<file path="src/rtl/timer_pkg.sv">
// timer_pkg: shared state encoding and BCD constants for the countdown timer loader.
package timer_pkg;
    typedef enum logic [2:0] {IDLE, ENTRY, LOAD, RUN, BEEP} state_t;
    typedef logic [3:0] bcd_t;
    localparam bcd_t BCD_MAX      = 4'd9;
    localparam bcd_t SEC_TENS_MAX = 4'd5;
endpackage

</file>
<file path="src/rtl/bcd_normalize.sv">
// bcd_normalize: folds MM:SS seconds-tens above 5 into minutes, saturating at 99:59.
module bcd_normalize
    import timer_pkg::*;
(
    input  logic [15:0] din,
    output logic [15:0] dout
);
    bcd_t m1, m0, s1, s0;
    logic over, sat;
    assign {m1, m0, s1, s0} = din;
    assign over = s1 > SEC_TENS_MAX;
    assign sat  = over && m1 == BCD_MAX && m0 == BCD_MAX;
    always_comb begin
        dout = din;
        if (sat)
            dout = 16'h9959;
        else if (over)
            dout = {m0 == BCD_MAX ? m1 + 4'd1 : m1, m0 == BCD_MAX ? 4'd0 : m0 + 4'd1, s1 - 4'd6, s0};
    end
endmodule

</file>
<file path="src/rtl/timer_loader.sv">
// timer_loader: keypad MM:SS entry, chain load strobe, 1 Hz count gating and beep phase.
// Optional TIMER_LOADER_NORMALIZE_EN folds seconds-tens > 5 into minutes instead of rejecting.
module timer_loader
    import timer_pkg::*;
#(
    parameter int BEEP_TICKS = 3
) (
    input  logic        clk,
    input  logic        clr,
    input  logic [3:0]  digit,
    input  logic        digit_valid,
    input  logic        start,
    input  logic        cancel,
    input  logic        tick,
    input  logic        timer_zero,
    output logic [15:0] data,
    output logic        loadn,
    output logic        en,
    output logic        busy,
    output logic        done,
    output logic        err
);
    state_t      state;
    logic [15:0] dbuf, load_val;
    logic [3:0]  bcnt;
    logic        key_ok, reject, go;
    assign key_ok = digit_valid && digit <= BCD_MAX;
    assign go     = start && dbuf != 16'h0;
    assign data   = dbuf;
    assign en     = state == RUN && tick && !timer_zero;
`ifdef TIMER_LOADER_NORMALIZE_EN
    bcd_normalize u_norm (.din(dbuf), .dout(load_val));
    assign reject = 1'b0;
`else
    assign load_val = dbuf;
    assign reject   = dbuf[7:4] > SEC_TENS_MAX;
`endif
    always_ff @(posedge clk or posedge clr) begin
        if (clr) begin
            state <= IDLE;
            dbuf  <= 16'h0;
            bcnt  <= 4'd0;
            loadn <= 1'b1;
            busy  <= 1'b0;
            done  <= 1'b0;
            err   <= 1'b0;
        end else begin
            err   <= 1'b0;
            loadn <= 1'b1;
            case (state)
                IDLE: if (key_ok && !cancel) begin
                    dbuf  <= {dbuf[11:0], digit};
                    state <= ENTRY;
                end
                ENTRY: if (cancel) begin
                    dbuf  <= 16'h0;
                    state <= IDLE;
                end else if (go && reject) begin
                    err <= 1'b1;
                end else if (go) begin
                    dbuf  <= load_val;
                    loadn <= 1'b0;
                    busy  <= 1'b1;
                    state <= LOAD;
                end else if (key_ok) begin
                    dbuf <= {dbuf[11:0], digit};
                end
                LOAD: state <= RUN;
                // timer_zero wins over cancel so an expiring count always beeps
                RUN: if (timer_zero) begin
                    bcnt  <= 4'd0;
                    busy  <= 1'b0;
                    done  <= 1'b1;
                    state <= BEEP;
                end else if (cancel) begin
                    dbuf  <= 16'h0;
                    busy  <= 1'b0;
                    state <= IDLE;
                end
                BEEP: if (cancel || key_ok || (tick && bcnt == 4'(BEEP_TICKS - 1))) begin
                    dbuf  <= 16'h0;
                    bcnt  <= 4'd0;
                    done  <= 1'b0;
                    state <= IDLE;
                end else if (tick) begin
                    bcnt <= bcnt + 4'd1;
                end
                default: state <= IDLE;
            endcase
        end
    end
endmodule

</file>
<file path="config.mk">
export PLATFORM = sky130hd
export DESIGN_NAME = timer_loader
export DESIGN_NICKNAME = d
export VERILOG_FILES = /design/src/rtl/timer_pkg.sv /design/src/rtl/bcd_normalize.sv /design/src/rtl/timer_loader.sv
export SDC_FILE = /design/constraint.sdc
export NUM_CORES = 1
export LEC_CHECK = 0
export CORE_MARGIN = 5
export CORE_UTILIZATION = 50
export CTS_CLUSTER_SIZE = 25
export DETAILED_ROUTE_END_ITERATION = 8
export DONT_BUFFER_PORTS = 1
export GPL_TIMING_DRIVEN = 0
export PLACE_DENSITY = 0.76
export SKIP_LAST_GASP = 1
export SLEW_MARGIN = 10
export SYNTH_ARGS = -nofsm -noshare
export SYNTH_HDL_FRONTEND = slang
export SYNTH_SLANG_ARGS = --single-unit
export TNS_END_PERCENT = 5
</file>
<file path="constraint.sdc">
create_clock -name clk -period 1.7 [get_ports clk]
set_input_delay 0.085 -clock clk [delete_from_list [all_inputs] [get_ports clk]]
set_output_delay 0.085 -clock clk [all_outputs]
set_load 0.02 [all_outputs]
</file>
# ---- After elaboration in Yosys (flattened, before gate mapping)
# Index checks and enable logic that the tools add are counted.
dict set report classes {
  addsub 1
  mul 0
  n_div 0
  order_cmp 2
  n_eq_ne 19
  shifts 0
  muxes 37
  n_bitwise 0
  n_reduce_logical 21
}
# cell n
set op_table {}
lappend op_table {{16-bit 2-to-1 mux} 8}
lappend op_table {{16-bit case mux with 4 select lines} 1}
lappend op_table {{3-bit 2-to-1 mux} 7}
lappend op_table {{3-bit inequality test (second input constant)} 6}
lappend op_table {{2-bit inequality test (second input constant)} 8}
lappend op_table {{16-bit nonzero test} 1}
lappend op_table {{3-bit case mux with 5 select lines} 1}
lappend op_table {{1-bit 2-to-1 mux} 14}
lappend op_table {{4-bit 2-to-1 mux} 3}
lappend op_table {{5-bit AND reduction} 2}
lappend op_table {{4-bit case mux with 2 select lines} 1}
lappend op_table {{8-bit AND reduction} 1}
lappend op_table {{1-bit logical AND} 7}
lappend op_table {{3-bit by 2-bit equality test with 1-bit output (second input constant)} 2}
lappend op_table {{3-bit AND reduction} 2}
lappend op_table {{4-bit by 1-bit adder with 4-bit output (second input constant)} 1}
lappend op_table {{4-bit by 2-bit equality test with 1-bit output (second input constant)} 1}
lappend op_table {{4-bit by 3-bit > comparator with 1-bit output (second input constant)} 1}
lappend op_table {{4-bit less-or-equal comparator (second input constant)} 1}
lappend op_table {{1-bit case mux with 2 select lines} 2}
lappend op_table {{2-bit nonzero test} 2}
lappend op_table {{4-bit nonzero test} 1}
lappend op_table {{3-bit by 1-bit equality test with 1-bit output (second input constant)} 1}
lappend op_table {{3-bit equality test (second input constant)} 1}
lappend op_table {{other kinds (3)} 5}
dict set report word_totals {
  regBits 27
  latchBits 0
  ram_bits 0
  romBits 0
  input_bits 11
  output_inout_bits 21
  elab_cells 87
  memories 0
}

# ---- Logic depth before layout (Yosys ltp)
dict set report logic_depth {
  depth_word 7
  depth_mapped 8
}

# ---- Least setup slack after synthesis
# OpenSTA, ideal clock, no wires.
dict set report synth_timing {
  kind {register to register}
  start {register dbuf[7] (netlist: data[7])}
  end {register dbuf[0] (netlist: data[0])}
  setup_ns 0.123
  arrival_ns 1.527
  required_ns 1.577
  path_slack_ns 0.049
  path_stages_with_launch 7
  synth_period_minus_slack_ns 1.651
  path_cell_list {dfrtp_1 nor4_1 nand4_1 nand3_1 o311ai_4 buf_8 mux2i_1}
}
dict set report synth_between {
  elab_chain_len 5
}
# element line
set synth_rtl {}
lappend synth_rtl {{from (decl)} timer_loader.sv:24} ;# logic [15:0] dbuf, load_val;
lappend synth_rtl {{from (signal assigned)} timer_loader.sv:52} ;# dbuf <= {dbuf[11:0], digit};
lappend synth_rtl {{from (signal assigned)} timer_loader.sv:61} ;# dbuf <= load_val;
lappend synth_rtl {{from (signal assigned)} timer_loader.sv:66} ;# dbuf <= {dbuf[11:0], digit};
lappend synth_rtl {{parallel branches: the longest is 4 deep, another holds 4-bit by 3-bit > comparator with 1-bit output} n/a}
lappend synth_rtl {{8-bit AND reduction (no source line) (*)} n/a}
# Every way passes the cells marked *.
# A chain may end at the register's enable or synchronous reset.

# ---- Worst setup path after layout
dict set report layout_timing {
  start {register bcnt[0]}
  end {register dbuf[2] (netlist: data[2])}
}
dict set report layout_between {
  elab_chain_len 5
}
# element line
set layout_rtl {}
lappend layout_rtl {{from (decl)} timer_loader.sv:25} ;# logic [3:0] bcnt;
lappend layout_rtl {{from (signal assigned)} timer_loader.sv:86} ;# bcnt <= bcnt + 4'd1;
lappend layout_rtl {{4-bit by 2-bit equality test with 1-bit output} timer_loader.sv:80} ;# BEEP: if (cancel || key_ok || (tick && bcnt == 4'(BEEP_TICKS - 1))) begin
lappend layout_rtl {{1-bit logical AND} timer_loader.sv:80}
lappend layout_rtl {{1-bit logical OR} timer_loader.sv:80}
lappend layout_rtl {{2-bit inequality test (no source line)} n/a}
lappend layout_rtl {{8-bit AND reduction (no source line)} n/a}
# No other way between the ends.

==> impl_metrics.tcl <==
set metrics [dict create \
    cts.sinks 27 \
    grt_pass1_vias 1168 \
    utilization_pct 62.2 \
    seqCellArea_um2 688 \
    violations "hold timing, setup timing" \
    synth_top_area_cell "dfrtp_1" \
    place_hpwl_um 2300 \
    start_util_pct 51.9 \
    synth_area_leaders "dfrtp_1 46%, mux2i_1 11%, nand2_1 6.1%" \
    rows 19 \
    wl_per_cell_um 17.4 \
    cp-startpoint "bcnt[0]$_DFFE_PP0P_" \
    power.density_nw_per_um2 1850 \
    clockBufferDepth 2 \
    postSynthAreaPerCell_um2 9.91 \
    required_ps 1950 \
    whs_ps -1.45 \
    yosysUniqueCellTypes 33 \
    nNetsFinal 174 \
    grtUsageTotal_pct 17.4 \
    fillers 225 \
    drt_iter0_drc 54 \
    place_congestion 0.818 \
    ios 32 \
    fin_crit_sh_pct 107 \
    core_um2 2730 \
    firstDrtPassIters 4 \
    synth_top_area_share_pct 45.9 \
    regToRegStartpoint "bcnt[0]$_DFFE_PP0P_" \
    die-height_um 63.2 \
    hold_class "primary input to register" \
    clk_latency_ps 320 \
    final_antenna_net_count 0 \
    endpoint_kind "register" \
    cp-start-kind "register" \
    r2r_slack_ps -110 \
    final_area_um2 1700 \
    ys_warn_count 0 \
    grt_max_degree 28 \
    vias 1125 \
    worst_slack_ps -114 \
    cts_made_buffers 3 \
    cts_tree "yes" \
    status "finished with violations" \
    placed_area_um2 1460 \
    route.detailed.drc 0 \
    diodes 0 \
    clk_pin_slew_ps 140 \
    grt_pass1_wl_um 5620 \
    die_w_um 63.2 \
    p_leak_nw 0.790 \
    routed_via_density 5.89 \
    reg2reg_depth 8 \
    antenna_found_initial 0 \
    worstReg2RegEnd "data[2]$_DFFE_PP0P_" \
    vdd_drop_max_v 0.00128 \
    max_slew_margin_pct 32.3 \
    fin_crit_ps 1810 \
    synth_seq_cells 27 \
    port_buffers 0 \
    worst_pin_slew_ps 1010 \
    ys_seq_area_share_pct 47.7 \
    synth_nets 156 \
    multi_input_area_um2 696 \
    fin_skew_ps 3.19 \
    area_delta_synth_final_pct 19.9 \
    endpoint "data[2]$_DFFE_PP0P_" \
    root_buffer "clkbuf_4" \
    synth-async-reset-ratio_pct 100 \
    hold_viol_final 1 \
    arrival_ps 2070 \
    dieArea_um2 4000 \
    maxCapViolations 0 \
    cp_max_fo 6 \
    syn_inst 143 \
    synth_area_um2 1420 \
    drt-total-wl_um 3330 \
    synth_edf_count 0 \
    finalPower_mw 3.14 \
    drive_gt1_share_pct 23.8 \
    ys.flop_type "dfrtp_1" \
    grt_remaining_overflow 0 \
    finalSetupViolCount 17 \
    slew_violations 0 \
    worstSetupPathType "register to register" \
    htree_levels 1 \
    fmax_mhz 551 \
    rsz0062_at_grt "yes" \
]
==> worst min path at each step <==
| stage | start | end | slack [ps] | cells past startpoint |
|---|---|---|---|---|
| floorplan | clr | bcnt[0]$_DFFE_PP0P_ | 140 | 1 |
| global placement | digit[3] | data[3]$_DFFE_PP0P_ | 220 | 2 |
| detailed placement | digit[2] | data[2]$_DFFE_PP0P_ | 230 | 2 |
| CTS | timer_zero | bcnt[3]$_DFFE_PP0P_ | 3 | 2 |
| global route | timer_zero | bcnt[3]$_DFFE_PP0P_ | 8 | 2 |
| finish | timer_zero | bcnt[3]$_DFFE_PP0P_ | -1 | 2 |
==> timing repair <==
item / CTS / global route
hold endpoints to repair: 35 / 0
setup buffers: 3 / 2
gates cloned: 0 / 1
gates resized for setup: 9 / 16
setup endpoints to repair: 21 / 25
pin swaps: 1 / 5
hold buffers: 7 / 0
==> sequential cells by signal, indices dropped and copies added, names as in the netlist <==
name and flops:
loadn 1, bcnt 4, data 16, state 3
busy 1, done 1, err 1
==> through the flow <==
step	setup TNS (ps)	cells	setup slack, ps
after detailed placement	-3030	174	-264
final	-818	191	-114
after global routing	-2650	191	-179
after CTS	-1410	188	-123
after global placement	-2600	174	-215
after floorplan	0	143	49.3
==> synth_stat cells, types with 2 or more instances <==
cell type and number:
mux2_2 2, xnor2_1 2, mux2i_1 16, nor4_1 4, nand3_1 4, nor2_1 8
nor3b_1 2, and3_1 2, a211oi_1 2, inv_1 19, dfrtp_1 26, nand2_1 23
nor3_1 6, o21ai_0 6, buf_6 2, ha_1 2
==> cells by family (layout without fill, tap and decap cells) <==
logic type / after synthesis / count (layout) / share of synthesized area (%)
xor gates and xnor gates: 2 / 2 / 1.24
DFF: 27 / 27 / 47.7
AOI/OAI and AO/OA: 18 / 18 / 10.1
buffers and inverters: 23 / 40 / 8.56
and+or+nand+nor: 53 / 53 / 17.7
muxes: 18 / 18 / 12.9
adders and majority gates: 2 / 2 / 1.76
==> power by group <==
group	leakage [nW]	switching (mW)	internal (mW)
Clock	0.0150	0.189	0.0919
Combinational	0.443	0.684	0.741
Sequential	0.332	0.549	0.888
Total	0.790	1.42	1.72
==> cell type report <==
type | count | share of cell area (%)
sequential | 27 | 40.5
tap | 31 | 2.28
clock buffer | 4 | 1.55
inverter | 19 | 4.20
multi-input combinational | 93 | 40.9
timing repair buffer | 13 | 8.03
buffer | 4 | 2.50
==> metal layers <==
metal | vias to the layer above | track usage, % | share of wire, %
li1 | 520 | - | -
met1 | 536 | 20.0 | 36
met2 | 59 | 31.0 | 51
met3 | 10 | 5.33 | 11
met4 | 0 | 4.68 | 1.2
met5 | - | 0 | 0
==> layout by cell type, fill, tap and decap left out, types with 2 or more instances in the layout <==
| master | count |
|---|---|
| and3_1 | 2 |
| buf_4 | 4 |
| buf_6 | 3 |
| clkbuf_4 | 3 |
| dfrtp_1 | 17 |
| dfrtp_2 | 9 |
| dlygate4sd3_1 | 7 |
| inv_1 | 19 |
| mux2_2 | 2 |
| mux2i_1 | 16 |
| nand2_1 | 23 |
| nand3_1 | 3 |
| nor2_1 | 7 |
| nor3_1 | 5 |
| nor4_4 | 3 |
| o21ai_0 | 5 |
| xnor2_1 | 2 |
==> critical path, stage by stage, from the launching register on <==
cell and delay [ps]:
dfrtp_1 430, inv_1 70, ha_2 170, and4bb_1 210
o21ai_1 140, nand2_1 110, o311ai_4 160, clkbuf_16 250
mux2i_1 200
Note: power is estimated with default switching activity, not from simulation.
